[src/rtl/ssf_pkg.sv]
// Shared widths, flag encodings and the wide-to-32-bit saturation helper for
// the slot-filter block.
package ssf_pkg;

    localparam int DATA_W = 32;
    localparam int FLAG_W = 2;
    localparam int SAT_W  = 64;

    localparam logic [FLAG_W-1:0] FLAG_IDLE = 2'd0;
    localparam logic [FLAG_W-1:0] FLAG_ACT  = 2'd1;

    localparam logic signed [SAT_W-1:0] SAT_MAX = 64'sh0000_0000_7FFF_FFFF;
    localparam logic signed [SAT_W-1:0] SAT_MIN = 64'shFFFF_FFFF_8000_0000;

    // Clamp a sign-extended wide value into the signed 32-bit range.
    function automatic logic [DATA_W-1:0] saturate(input logic signed [SAT_W-1:0] v);
        logic [DATA_W-1:0] r;
        if (v > SAT_MAX) begin
            r = SAT_MAX[DATA_W-1:0];
        end else if (v < SAT_MIN) begin
            r = SAT_MIN[DATA_W-1:0];
        end else begin
            r = v[DATA_W-1:0];
        end
        return r;
    endfunction

endpackage

[src/rtl/ssf_tapline.sv]
// NTAPS-deep sample delay line with load enable and a full-precision signed
// sum of all taps (no intermediate wrap).
module ssf_tapline #(
    parameter int NTAPS  = 8,
    parameter int DATA_W = 32
) (
    input  logic                              clk_i,
    input  logic                              rst_i,
    input  logic                              load_i,
    input  logic [DATA_W-1:0]                 sample_i,
    output logic [DATA_W+$clog2(NTAPS)-1:0]   sum_o
);

    localparam int LOG_N = $clog2(NTAPS);
    localparam int SUM_W = DATA_W + LOG_N;

    logic [DATA_W-1:0] tap_q [NTAPS];
    logic [SUM_W-1:0]  acc;

    always_ff @(posedge clk_i) begin
        if (rst_i) begin
            for (int k = 0; k < NTAPS; k++) begin
                tap_q[k] <= '0;
            end
        end else if (load_i) begin
            tap_q[0] <= sample_i;
            for (int k = 1; k < NTAPS; k++) begin
                tap_q[k] <= tap_q[k-1];
            end
        end
    end

    // Each tap is sign-extended to the sum width before accumulation.
    always_comb begin
        acc = '0;
        for (int k = 0; k < NTAPS; k++) begin
            acc = acc + {{LOG_N{tap_q[k][DATA_W-1]}}, tap_q[k]};
        end
    end

    assign sum_o = acc;

endmodule

[src/rtl/ssf_slot_filter.sv]
// Time-slotted sum filter: one sample request and one output strobe per frame,
// each lasting a single cycle, decoded purely from registered state.
module ssf_slot_filter
    import ssf_pkg::*;
#(
    parameter int PERIOD    = 32395,
    parameter int OUT_DELAY = 4,
    parameter int NTAPS     = 8,
    parameter int SHIFT     = 3
) (
    input  logic                clk,
    input  logic                rst,
    input  logic [DATA_W-1:0]   io_in,
    output logic [DATA_W-1:0]   io_out,
    output logic [FLAG_W-1:0]   req_in,
    output logic [FLAG_W-1:0]   out_en
);

    localparam int CNT_W = $clog2(PERIOD);
    localparam int SUM_W = DATA_W + $clog2(NTAPS);

    localparam logic [CNT_W-1:0] CNT_LAST = CNT_W'(PERIOD - 1);
    localparam logic [CNT_W-1:0] CNT_OUT  = CNT_W'(OUT_DELAY);
    // OUT_DELAY must be >= 1: the result is captured one edge before its strobe.
    localparam logic [CNT_W-1:0] CNT_CAP  = CNT_W'(OUT_DELAY - 1);

    logic                     run_q, run_d;
    logic [CNT_W-1:0]         cnt_q, cnt_d;
    logic [DATA_W-1:0]        io_out_q, io_out_d;

    logic                     req_hit;
    logic                     out_hit;
    logic                     cap_hit;
    logic [SUM_W-1:0]         sum_raw;
    logic signed [SUM_W-1:0]  sum_s;
    logic signed [SUM_W-1:0]  shifted;
    logic signed [SAT_W-1:0]  shifted_ext;
    logic [DATA_W-1:0]        result;

    assign req_hit = run_q && (cnt_q == '0);
    assign out_hit = run_q && (cnt_q == CNT_OUT);
    assign cap_hit = run_q && (cnt_q == CNT_CAP);

    ssf_tapline #(
        .NTAPS  (NTAPS),
        .DATA_W (DATA_W)
    ) u_tapline (
        .clk_i    (clk),
        .rst_i    (rst),
        .load_i   (req_hit),
        .sample_i (io_in),
        .sum_o    (sum_raw)
    );

    assign sum_s       = sum_raw;
    assign shifted     = sum_s >>> SHIFT;
    assign shifted_ext = {{(SAT_W-SUM_W){shifted[SUM_W-1]}}, shifted};
    assign result      = saturate(shifted_ext);

    // The first edge out of reset only arms the block; counting starts after.
    always_comb begin
        run_d    = 1'b1;
        cnt_d    = cnt_q;
        io_out_d = io_out_q;
        if (run_q) begin
            cnt_d = (cnt_q == CNT_LAST) ? '0 : cnt_q + 1'b1;
            if (cap_hit) begin
                io_out_d = result;
            end
        end
    end

    always_ff @(posedge clk) begin
        if (rst) begin
            run_q    <= 1'b0;
            cnt_q    <= '0;
            io_out_q <= '0;
        end else begin
            run_q    <= run_d;
            cnt_q    <= cnt_d;
            io_out_q <= io_out_d;
        end
    end

    // Flags are strobes, not handshakes: FLAG_ACT for exactly one cycle in this
    // instance's slot, FLAG_IDLE otherwise; io_out is zero whenever out_en is idle.
    assign req_in = req_hit ? FLAG_ACT : FLAG_IDLE;
    assign out_en = out_hit ? FLAG_ACT : FLAG_IDLE;
    assign io_out = out_hit ? io_out_q : '0;

endmodule

[config.mk]
export PLATFORM = sky130hd
export DESIGN_NAME = ssf_slot_filter
export DESIGN_NICKNAME = d
export VERILOG_FILES = /design/src/rtl/ssf_pkg.sv /design/src/rtl/ssf_tapline.sv /design/src/rtl/ssf_slot_filter.sv
export SDC_FILE = /design/constraint.sdc
export NUM_CORES = 1
export LEC_CHECK = 0
export CAP_MARGIN = 20
export CORE_UTILIZATION = 37
export DETAILED_ROUTE_END_ITERATION = 12
export PLACE_DENSITY = 0.59
export SETUP_SLACK_MARGIN = 0.1
export SYNTH_ARGS = -nofsm -noshare
export SYNTH_HDL_FRONTEND = slang
export SYNTH_SLANG_ARGS = --single-unit
[constraint.sdc]
create_clock -name clk -period 5.7 [get_ports clk]
set_input_delay 0.855 -clock clk [delete_from_list [all_inputs] [get_ports clk]]
set_output_delay 0.855 -clock clk [all_outputs]
set_load 0.005 [all_outputs]
### Word-level counts from Yosys, hierarchy flattened

Memories as Yosys holds them, arrays and structs flattened.
Cells that the tools add are included.

* flip-flop bits (word level): 48
* memories kept: 1
* logic and storage cells: 50
* memory bits (writable): 256
* input bits: 34
* output and inout port bits: 36

Memories
* u_tapline.tap_q: words 8, width 32, read ports 8, clocked after Yosys merged registers in 0, wr ports 8, RTL line ssf_tapline.sv:17 `logic [DATA_W-1:0] tap_q [NTAPS];`

* reduce and logical (&&, ||, !) cells: 5
* add/sub/neg operators: 8
* eq/ne operators: 3
* order comparisons: 2
* bitwise gates (word level): 8
* mux-type cells: 20

Operators with widths (number)
* $mux W32: 11
* $add A35 B35 Y35: 6
* $add A32 B32 Y33: 1
* $gt A32 B32 Y1 const B: 1
* $lt A32 B32 Y1 const B: 1
* $add A15 B1 Y15 const B: 1
* $eq A15 B15 Y1 const B: 1
* $eq A15 B2 Y1 const B: 1
* $eq A15 B3 Y1 const B: 1
* $logic_not A15 Y1: 1
* $mux W15: 1
* $mux W1: 8
* $or A1 B1 Y1: 8
* $logic_and A1 B1 Y1: 3
* $reduce_and A2 Y1: 1

### Longest topological paths before layout

Gate-level depths: netlist of run 1.
An unclocked memory read counts as a cell.

* word-level depth: 11
* depth in mapped cells: 27
* mapped depth without buffers: 26

### By module

A second synthesis of run 1 with hierarchy kept.

* cell total of the unflattened synthesis: 1728
* area total of the unflattened synthesis: 18995.7 um2

By module, submodules not included
* ssf_tapline: instances 1, seq. area each 7687.4 um2, area each 16681.0 um2, cells an instance 1454
* ssf_slot_filter: instances 1, seq. area each 960.9 um2, area each 2314.7 um2, cells an instance 274

### Least setup slack after synthesis of run 1

OpenSTA, ideal clock, no wires.

* path kind: reg2reg
* from: memory u_tapline.tap_q[0][1]
* to: register io_out_q[26]
* required time: 5.638 ns
* clock period less this slack: 5.997 ns
* arrival: 5.935 ns
* path buffers: 1
* setup slack: -0.297 ns
* cell stages (with the launch flop): 24
* library setup time: 0.062 ns
* path through: edfxtp_1 > ha_1 > a211oi_1 > o211a_1 > o211a_1 > nor4_2 > or2_2 > a21oi_1 > xnor2_1 > fa_1 > inv_1 > fa_1 > fa_1 > fa_1 > inv_1 > ha_1 > clkbuf_1 > and4_1 > a32oi_1 > o2111ai_2 > nand4_2 > a21oi_2 > or4_1 > nand3_1

RTL lines
* start, declared: RTL line ssf_tapline.sv:17
* end signal, assigned: RTL line ssf_slot_filter.sv:81 `io_out_q <= io_out_d;`
* end, declared: RTL line ssf_slot_filter.sv:29 `logic [DATA_W-1:0] io_out_q, io_out_d;`

==> results.yml, run 1 <==
placed_design:
  dp_hpwl_mm: 28.47
  port_buffers: 67
  gp_congestion: 0.8311
  dpl.cell_count: 2479
  place_ws_ps: -590.4
drt:
  vias: 12570
  drt_iter0_markers: 684
  final_antenna_net_count: 0
  wl_per_cell_um: 15.90
  drc: 0
  first_pass_iters: 5
  via_per_inst: 4.872
  drt_wl_total_mm: 41.00
die:
  dieArea_sq_um: 52190
  core_sq_um: 50380
  ios: 70
  die_x_um: 228.5
  floorplan.rows: 82
  die_h_um: 228.5
  start_util: 0.3766
synthesis:
  synth.top_cell.area_share: 0.4052
  synth_area_leader_cell: "edfxtp_1"
  synth.avg_cell_area_sq_um: 11.42
  synth_edf_count: 256
  synth.distinct_cells: 74
  ys_seq_area_frac: 0.4558
  synth_ff_type: "edfxtp_1"
  yosysMostFrequentCell: "edfxtp_1"
  yosys_warnings: 0
  synth_area_leaders: "edfxtp_1, fa_1, and3_1"
  async_flop_share: 0
  synth-seq-cells: 304
  syn_area_sq_um: 18970
  synth_cells: 1661
  yosys-top-cells-count: "edfxtp_1, inv_1, and3_1, fa_1, nand2_1"
setup_path:
  cp_common_cell: "fa_1"
  crit_type: "reg2reg"
  cp.depth: 26
  cp_slowest_cell: "fa_1"
  cp.arrival_ps: 6640
  end_kind: "flip-flop"
  path_delay_family: "adder cells"
  path_max_fanout: 4
  cp.buffers_inverters: 5
  critical_path_required_ps: 6180
  crit_path_max_incr_delay_ps: 550
  critPathLaunchType: "flip-flop"
  reg2reg_depth: 26
sta:
  maxSlewHeadroom: 0.3160
  fmax_mhz: 162.2
  fin_crit_ps: 6165
  min_period_over_period: 1.082
  rsz0062_at_grt: "true"
  fin_skew_ps: 15.40
  finalMaxSlewViolations: 0
  finalWorstSetupSlack_ps: -465.4
  setup_viol: 23
  tightest_slew_ps: 1026
  hold_viol: 0
layout:
  drive_gt1_frac: 0.2187
  n_antenna_cell: 0
  final_core_util: 0.4733
  final_cells: 2579
  layout.nets: 2149
  syn_to_final_growth_pct: 25.65
grt:
  grt_overflow: 0
  grt_pass1_vias: 12980
  track_usage: 0.1593
  antenna_found_initial: 0
  grt_max_degree: 113
  grt_pass1_wl_mm: 67.60
clock_tree:
  cts.sinks: 304
  cts.clk_slew.worst_paths_ps: 60
  cts_buffers: 37
  tritoncts: "done"
  cts_max_level: 2
  cts-root-buf: "clkbuf_16"
  insertion_delay_ps: 550
  clockBufferDepth: 3
worst_hold_path:
  holdCritPathClass: "reg2reg"
  min_path_cells: 2
status:
  status: "finished with violations"
  violations: "setup timing"
run:
  max-cap-violations: 0
==> per-layer routing <==
layer	share of wire	global-route usage
met2	0.45	0.2497
met5	0	0
met3	0.044	0.02932
met1	0.49	0.2273
met4	0.020	0.04048
==> final timing paths <==
path / from / to / slack (ps)
setup / recovery: u_tapline.tap_q[0][0]$_SDFFCE_PN0P_ / io_out_q[29]$_SDFFE_PP0P_ / -470
hold / removal: io_out_q[3]$_SDFFE_PP0P_ / io_out_q[3]$_SDFFE_PP0P_ / 450
setup reg to reg: u_tapline.tap_q[0][0]$_SDFFCE_PN0P_ / io_out_q[29]$_SDFFE_PP0P_ / -470
hold reg to reg: io_out_q[3]$_SDFFE_PP0P_ / io_out_q[3]$_SDFFE_PP0P_ / 450
==> area by class of cell <==
class	instances	area (sq um)
multi-input combinational	1039	10080
clock inverter	17	178.9
clock buffer	47	997.2
sequential	304	8648
inverter	242	913.4
tap	672	840.8
timing repair buffer	258	2182
fill	4517	26540
==> through the flow <==
step           area [sq um]  hold slack, ps  TNS [ps]
2_1_floorplan         19240           416.7         0
3_3_place_gp          21620           438.0     -7797
3_5_place_dp          21620           442.5     -8726
4_1_cts               23330           452.9     -4851
5_1_grt               23840           472.1    -10620
6_report              23840           449.4     -6021
==> flip-flops by register name (all words and copies together), names as in the netlist <==
register         cells
u_tapline.tap_q    256
io_out_q            32
cnt_q               15
run_q                1
==> cells in the final DEF, fill, tap and decap left out, types with 7 or more instances in the layout <==
master           instances
edfxtp_1               256
inv_1                  226
and3_1                 203
buf_4                  176
fa_1                   155
nand2_1                 80
clkdlybuf4s50_1         66
nor2b_1                 62
nor2_1                  49
dfxtp_1                 48
a21oi_1                 41
ha_1                    38
clkbuf_16               37
and2_1                  34
a21oi_2                 29
xnor2_1                 28
a21o_1                  25
ha_4                    25
nand3_1                 24
xor2_1                  22
o21ai_0                 17
inv_2                   14
nand4_1                 14
buf_6                   12
nor3_1                  11
o21ai_1                 10
xnor2_2                  9
fa_2                     9
or3_1                    8
o21a_1                   7
a31oi_1                  7
==> tightest hold or removal path: stages (launching register included) <==
cell and delay, ps:
dfxtp_1 310, nand2_1 50, a21oi_1 50
==> logic make-up after synthesis <==
kind of cell / after synthesis / share of synthesized area
DFF: 304 / 0.4558
other: 1 / 0.0001976
muxes: 2 / 0.001055
adders and majority gates: 233 / 0.2185
xor gates and xnor gates: 61 / 0.02816
buffers and inverters: 319 / 0.06430
AOI/OAI and AO/OA: 207 / 0.07287
and+or+nand+nor: 534 / 0.1591
==> timing repair <==
| item | CTS | global route |
|---|---|---|
| pin swaps | 96 | 93 |
| setup buffers | 16 | 21 |
| resized for setup | 76 | 76 |
| endpoints found under the setup margin | 26 | 26 |
| hold buffers | 0 | 0 |
Power of run 1 is left out: the tool's default activity adds up to more than one toggle a clock period on the data nets, which glitch-free logic cannot reach.
==> run 2, diff against run 1 <==
- CTS_BUF_LIST: default -> sky130_fd_sc_hd__clkbuf_16
- CTS_CLUSTER_DIAMETER: default -> 40
==> run 2 against run 1 <==
Clock skew up 3.4 ps. Critical path depth unchanged. Via count up 0.17%. Wire length up 0.52%. The run still ends with setup timing left. Final area up 1.7%. Setup slack better by 140 ps. Cell count up 0.97%. Sequential cell count unchanged.
==> results.yml, run 2 (synthesis gave the netlist of run 1 again) <==
setup_path:
  r2r-end: "io_out_q[26]$_SDFFE_PP0P_"
  crit_start: "u_tapline.tap_q[0][0]$_SDFFCE_PN0P_"
  crit_path_max_incr_delay_ps: 530
  setup.worst_path.end: "io_out_q[26]$_SDFFE_PP0P_"
  critPathLaunchType: "flip-flop"
  cp_common_cell: "fa_1"
  reg2reg_setup_slack_ps: -330
  regToRegStartpoint: "u_tapline.tap_q[0][0]$_SDFFCE_PN0P_"
  reg2reg_depth: 26
  critical_path_required_ps: 6220
  path_max_fanout: 4
  cp_slowest_cell: "fa_1"
  end_kind: "flip-flop"
  cp.arrival_ps: 6550
  crit_type: "reg2reg"
placed_design:
  gp_congestion: 0.8311
  port_buffers: 67
  place_ws_ps: -590.4
  dp_hpwl_mm: 28.47
drt:
  drt_iter0_markers: 675
  drt_wl_total_mm: 41.22
  final_antenna_net_count: 0
  vias: 12590
  drc: 0
  wl_per_cell_um: 15.83
  first_pass_iters: 4
  via_per_inst: 4.834
worst_hold_path:
  hold_start: "io_out_q[11]$_SDFFE_PP0P_"
  holdCritPathClass: "reg2reg"
clock_tree:
  tritoncts: "done"
  cts_buffers: 51
  clockBufferDepth: 3
  cts.clk_slew.worst_paths_ps: 50
  insertion_delay_ps: 580
  cts-hold-fix-buffers: 0
  cts.sinks: 304
  cts_max_level: 2
  cts-root-buf: "clkbuf_16"
sta:
  fin_crit_ps: 6029
  finalWorstSetupSlack_ps: -329.1
  setup_viol: 22
  fmax_mhz: 165.9
  finalMaxSlewViolations: 0
  tightest_slew_ps: 1020
  rsz0062_at_grt: "true"
  maxSlewHeadroom: 0.3200
  min_period_over_period: 1.058
  fin_skew_ps: 18.80
  hold_viol: 0
layout:
  layout.nets: 2156
  fillers: 4494
  largest_reg_flops: 256
  final_common_cell: "edfxtp_1"
  drive_gt1_frac: 0.2257
  reg_top3: "u_tapline.tap_q (256), io_out_q (32), cnt_q (15)"
  top_register: "u_tapline.tap_q"
  final_cell_mix: "edfxtp_1, inv_1, and3_1"
  syn_to_final_growth_pct: 27.76
  n_antenna_cell: 0
status:
  status: "finished with violations"
  violations: "setup timing"
grt:
  track_usage: 0.1605
  grt_pass1_vias: 13300
  grt_pass1_wl_mm: 68.12
  grt_overflow: 0
  antenna_found_initial: 0
  grt_max_degree: 113
die:
  die_x_um: 228.5
  core_sq_um: 50380
  die_h_um: 228.5
  ios: 70
  dieArea_sq_um: 52190
  floorplan.rows: 82
  start_util: 0.3766
run:
  max-cap-violations: 0
[run 2: cell type report]
class,instances,area (sq um),area share
multi-input cells,1039,10050,0.4145
inverters,242,910.9,0.03758
flip-flops and latches,304,8648,0.3568
clock inverters,42,327.8,0.01352
well taps,672,840.8,0.03469
clock buffers,54,1351,0.05575
repair buffers,251,2113,0.08718
[run 2: worst max-delay path: cells and delay by family (launching register included)]
kind / cells / cell delay (ps)
adder cells (fa/ha/maj): 7 / 2820
AND/OR/NAND/NOR: 7 / 1260
AO/OA/AOI/OAI: 6 / 990
buffers and inverters: 5 / 390
flip-flops: 1 / 350
XOR/XNOR: 1 / 150
[run 2: routing by layer]
| metal | GRT usage | wire length (um) | vias up |
|---|---|---|---|
| met5 | 0 | 0 | - |
| met4 | 0.04824 | 846 | 0 |
| met3 | 0.03069 | 1704 | 69 |
| met2 | 0.2525 | 18430 | 199 |
| met1 | 0.2245 | 20230 | 6179 |
| li1 | - | - | 6140 |
[run 2: per-stage QoR]
stage	setup TNS [ps]	std cells	area (sq um)	utilization	hold slack (ps)
floorplan	0	1662	19240	-	416.7
global placement	-7797	2479	21620	0.4292	438.0
detailed placement	-8726	2479	21620	0.4292	442.5
CTS	-3656	2593	23870	0.4738	446.6
global route	-10530	2604	24240	0.4812	470.2
finish	-4875	2604	24240	0.4812	447.5
[run 2: what timing repair did]
item | 4_1_cts | 5_1_grt
resized for setup | 92 | 59
pin swaps | 85 | 75
buffers inserted | 19 | 13
endpoints found under the setup margin | 26 | 26
[run 2: how the worst min path moves through the flow]
| stage | to | cells past startpoint |
|---|---|---|
| final | io_out_q[11]$_SDFFE_PP0P_ | 2 |
| after global routing | io_out_q[3]$_SDFFE_PP0P_ | 2 |
| after CTS | io_out_q[24]$_SDFFE_PP0P_ | 2 |
| after detailed placement | io_out_q[24]$_SDFFE_PP0P_ | 2 |
| after global placement | io_out_q[20]$_SDFFE_PP0P_ | 2 |
| after floorplan | io_out_q[12]$_SDFFE_PP0P_ | 2 |
Power of run 2 is left out for the same reason.
==> run 3, diff against run 2 <==
- CORE_UTILIZATION: 37 -> 56
- HOLD_SLACK_MARGIN: default -> 0.08
- PLACE_DENSITY: 0.59 -> 0.81
==> run 3 against run 2 <==
The flow still finishes with violations (setup timing). Core utilization increased by 22 points. Critical path depth did not move. Die area decreased by 34%. First-iteration DRC count grew 63%. Final area fell by 3.1%.
==> results.yml, run 3 (synthesis gave the netlist of run 1 again) <==
status:
  status: "finished with violations"
  violations: "setup timing"
sta:
  hold_viol: 0
  fmax_mhz: 162.9
  finalMaxSlewViolations: 0
  maxSlewHeadroom: 0.3929
  fin_skew_ps: 24.07
  fin_crit_ps: 6139
  tightest_slew_ps: 910.6
  rsz0062_at_grt: "true"
  finalWorstSetupSlack_ps: -439.1
  setup_viol: 23
  min_period_over_period: 1.077
clock_tree:
  insertion_delay_ps: 550
  cts_buffers: 44
  cts.clk_slew.worst_paths_ps: 60
  cts.sinks: 304
  cts-hold-fix-buffers: 0
  tritoncts: "done"
  cts_max_level: 2
  cts-root-buf: "clkbuf_16"
  clockBufferDepth: 3
run:
  max-cap-violations: 0
grt:
  grt_pass1_wl_mm: 66.52
  met2_usage: 0.3949
  grt_max_degree: 142
  antenna_found_initial: 0
  grtUsageMet1: 0.3395
  grt_overflow: 0
  met3_usage: 0.04578
  grt_pass1_vias: 13260
  track_usage: 0.2450
  busiest_layer: "met2"
die:
  dieArea_sq_um: 34620
  die_x_um: 186.1
  core_sq_um: 33450
  start_util: 0.5672
  floorplan.rows: 67
  die_h_um: 186.1
  ios: 70
layout:
  fillers: 2182
  drive_gt1_frac: 0.2039
  final_common_cell: "edfxtp_1"
  top_register: "u_tapline.tap_q"
  final_cells: 2331
  n_antenna_cell: 0
  largest_reg_flops: 256
  final_cell_mix: "edfxtp_1, inv_1, and3_1"
  final_core_util: 0.7024
  syn_to_final_growth_pct: 23.83
  reg_top3: "u_tapline.tap_q (256), io_out_q (32), cnt_q (15)"
  multi_input_comb_area_sq_um: 10090
  layout.nets: 2114
  register_area_sq_um: 8648
drt:
  drt_wl_total_mm: 41.80
  via_per_inst: 5.556
  final_antenna_net_count: 0
  wl_per_cell_um: 17.93
  drc: 0
  vias: 12950
  first_pass_iters: 5
  drt_iter0_markers: 1098
setup_path:
  r2r-end: "io_out_q[26]$_SDFFE_PP0P_"
  end_kind: "flip-flop"
  path_max_fanout: 4
  reg2reg_depth: 26
  regToRegStartpoint: "u_tapline.tap_q[0][1]$_SDFFCE_PN0P_"
  crit_type: "reg2reg"
  critPathLaunchType: "flip-flop"
  cp.arrival_ps: 6620
  reg2reg_setup_slack_ps: -440
  critical_path_required_ps: 6180
placed_design:
  port_buffers: 67
  dp_hpwl_mm: 27.80
  gp_congestion: 0.8871
  dpl.cell_count: 2233
  place_ws_ps: -437.0
worst_hold_path:
  whs_endpoint: "io_out_q[21]$_SDFFE_PP0P_"
  min_path_cells: 2
  hold_start: "io_out_q[21]$_SDFFE_PP0P_"
  holdCritPathClass: "reg2reg"
run 3: cell count changes in the layout (fill, tap and decap cells not counted), moves of 4 or more:
cell and delta:
buf_4 -32, clkbuf_16 -9, clkinv_2 -8, a21oi_2 -6, xnor2_1 -6, xnor2_2 +6, inv_6 +5, ha_4 +4
inv_2 -4
run 3: cell type report:
cell class                      count  share of cell area
Multi-Input combinational cell   1039              0.4295
Sequential cell                   304              0.3681
Timing Repair Buffer              216             0.07861
Clock buffer                       45             0.04793
Inverter                          242             0.03888
Tap cell                          448             0.02386
Clock inverter                     37             0.01310
run 3: worst max-delay path by stage:
stage / start / end / depth (start not counted)
after global routing: u_tapline.tap_q[0][32]$_SDFFCE_PN0P_ / io_out_q[24]$_SDFFE_PP0P_ / 26
after detailed placement: u_tapline.tap_q[0][6]$_SDFFCE_PN0P_ / io_out_q[31]$_SDFFE_PP0P_ / 23
after global placement: u_tapline.tap_q[0][6]$_SDFFCE_PN0P_ / io_out_q[31]$_SDFFE_PP0P_ / 23
after floorplan: u_tapline.tap_q[0][0]$_SDFFCE_PN0P_ / io_out_q[26]$_SDFFE_PP0P_ / 24
after CTS: u_tapline.tap_q[0][32]$_SDFFCE_PN0P_ / io_out_q[26]$_SDFFE_PP0P_ / 25
final: u_tapline.tap_q[0][1]$_SDFFCE_PN0P_ / io_out_q[26]$_SDFFE_PP0P_ / 26
run 3: layer usage:
layer / wire [um] / part of all wire
met5: 0 / 0
met4: 960 / 0.023
met3: 2198 / 0.053
met2: 20290 / 0.49
met1: 18350 / 0.44
run 3: per-stage QoR:
| stage | area, sq um | hold slack (ps) | setup TNS, ps |
|---|---|---|---|
| 2_1_floorplan | 19240 | 416.7 | 0 |
| 3_3_place_gp | 21160 | 437.5 | -4015 |
| 3_5_place_dp | 21160 | 441.0 | -6794 |
| 4_1_cts | 22990 | 449.9 | -6237 |
| 5_1_grt | 23490 | 466.2 | -12290 |
| 6_report | 23490 | 451.4 | -6893 |
run 3: worst max-delay path, stage by stage (launching register included):
cell and delay, ps:
edfxtp_1 410, buf_4 160, inv_1 80, fa_2 230, nor2b_2 50, o31a_1 350, o21ai_4 230, nand2b_1 110
nand2_1 90, nand2_1 80, a21oi_2 210, xnor2_2 100, fa_1 540, inv_1 60, fa_2 540, fa_1 430
fa_1 500, inv_1 70, ha_4 250, and4_4 150, and4_4 190, a32oi_4 280, o2111ai_4 220, nand4_4 170
a21oi_4 80, or4_1 400, nand3_1 90
run 3: what timing repair did:
action	in CTS	in global routing
gates cloned	0	0
gates resized for setup	66	78
setup endpoints to repair	27	28
buffers inserted	8	8
pin swaps	69	83
hold endpoints to repair	0	0
Power of run 3 is left out for the same reason.
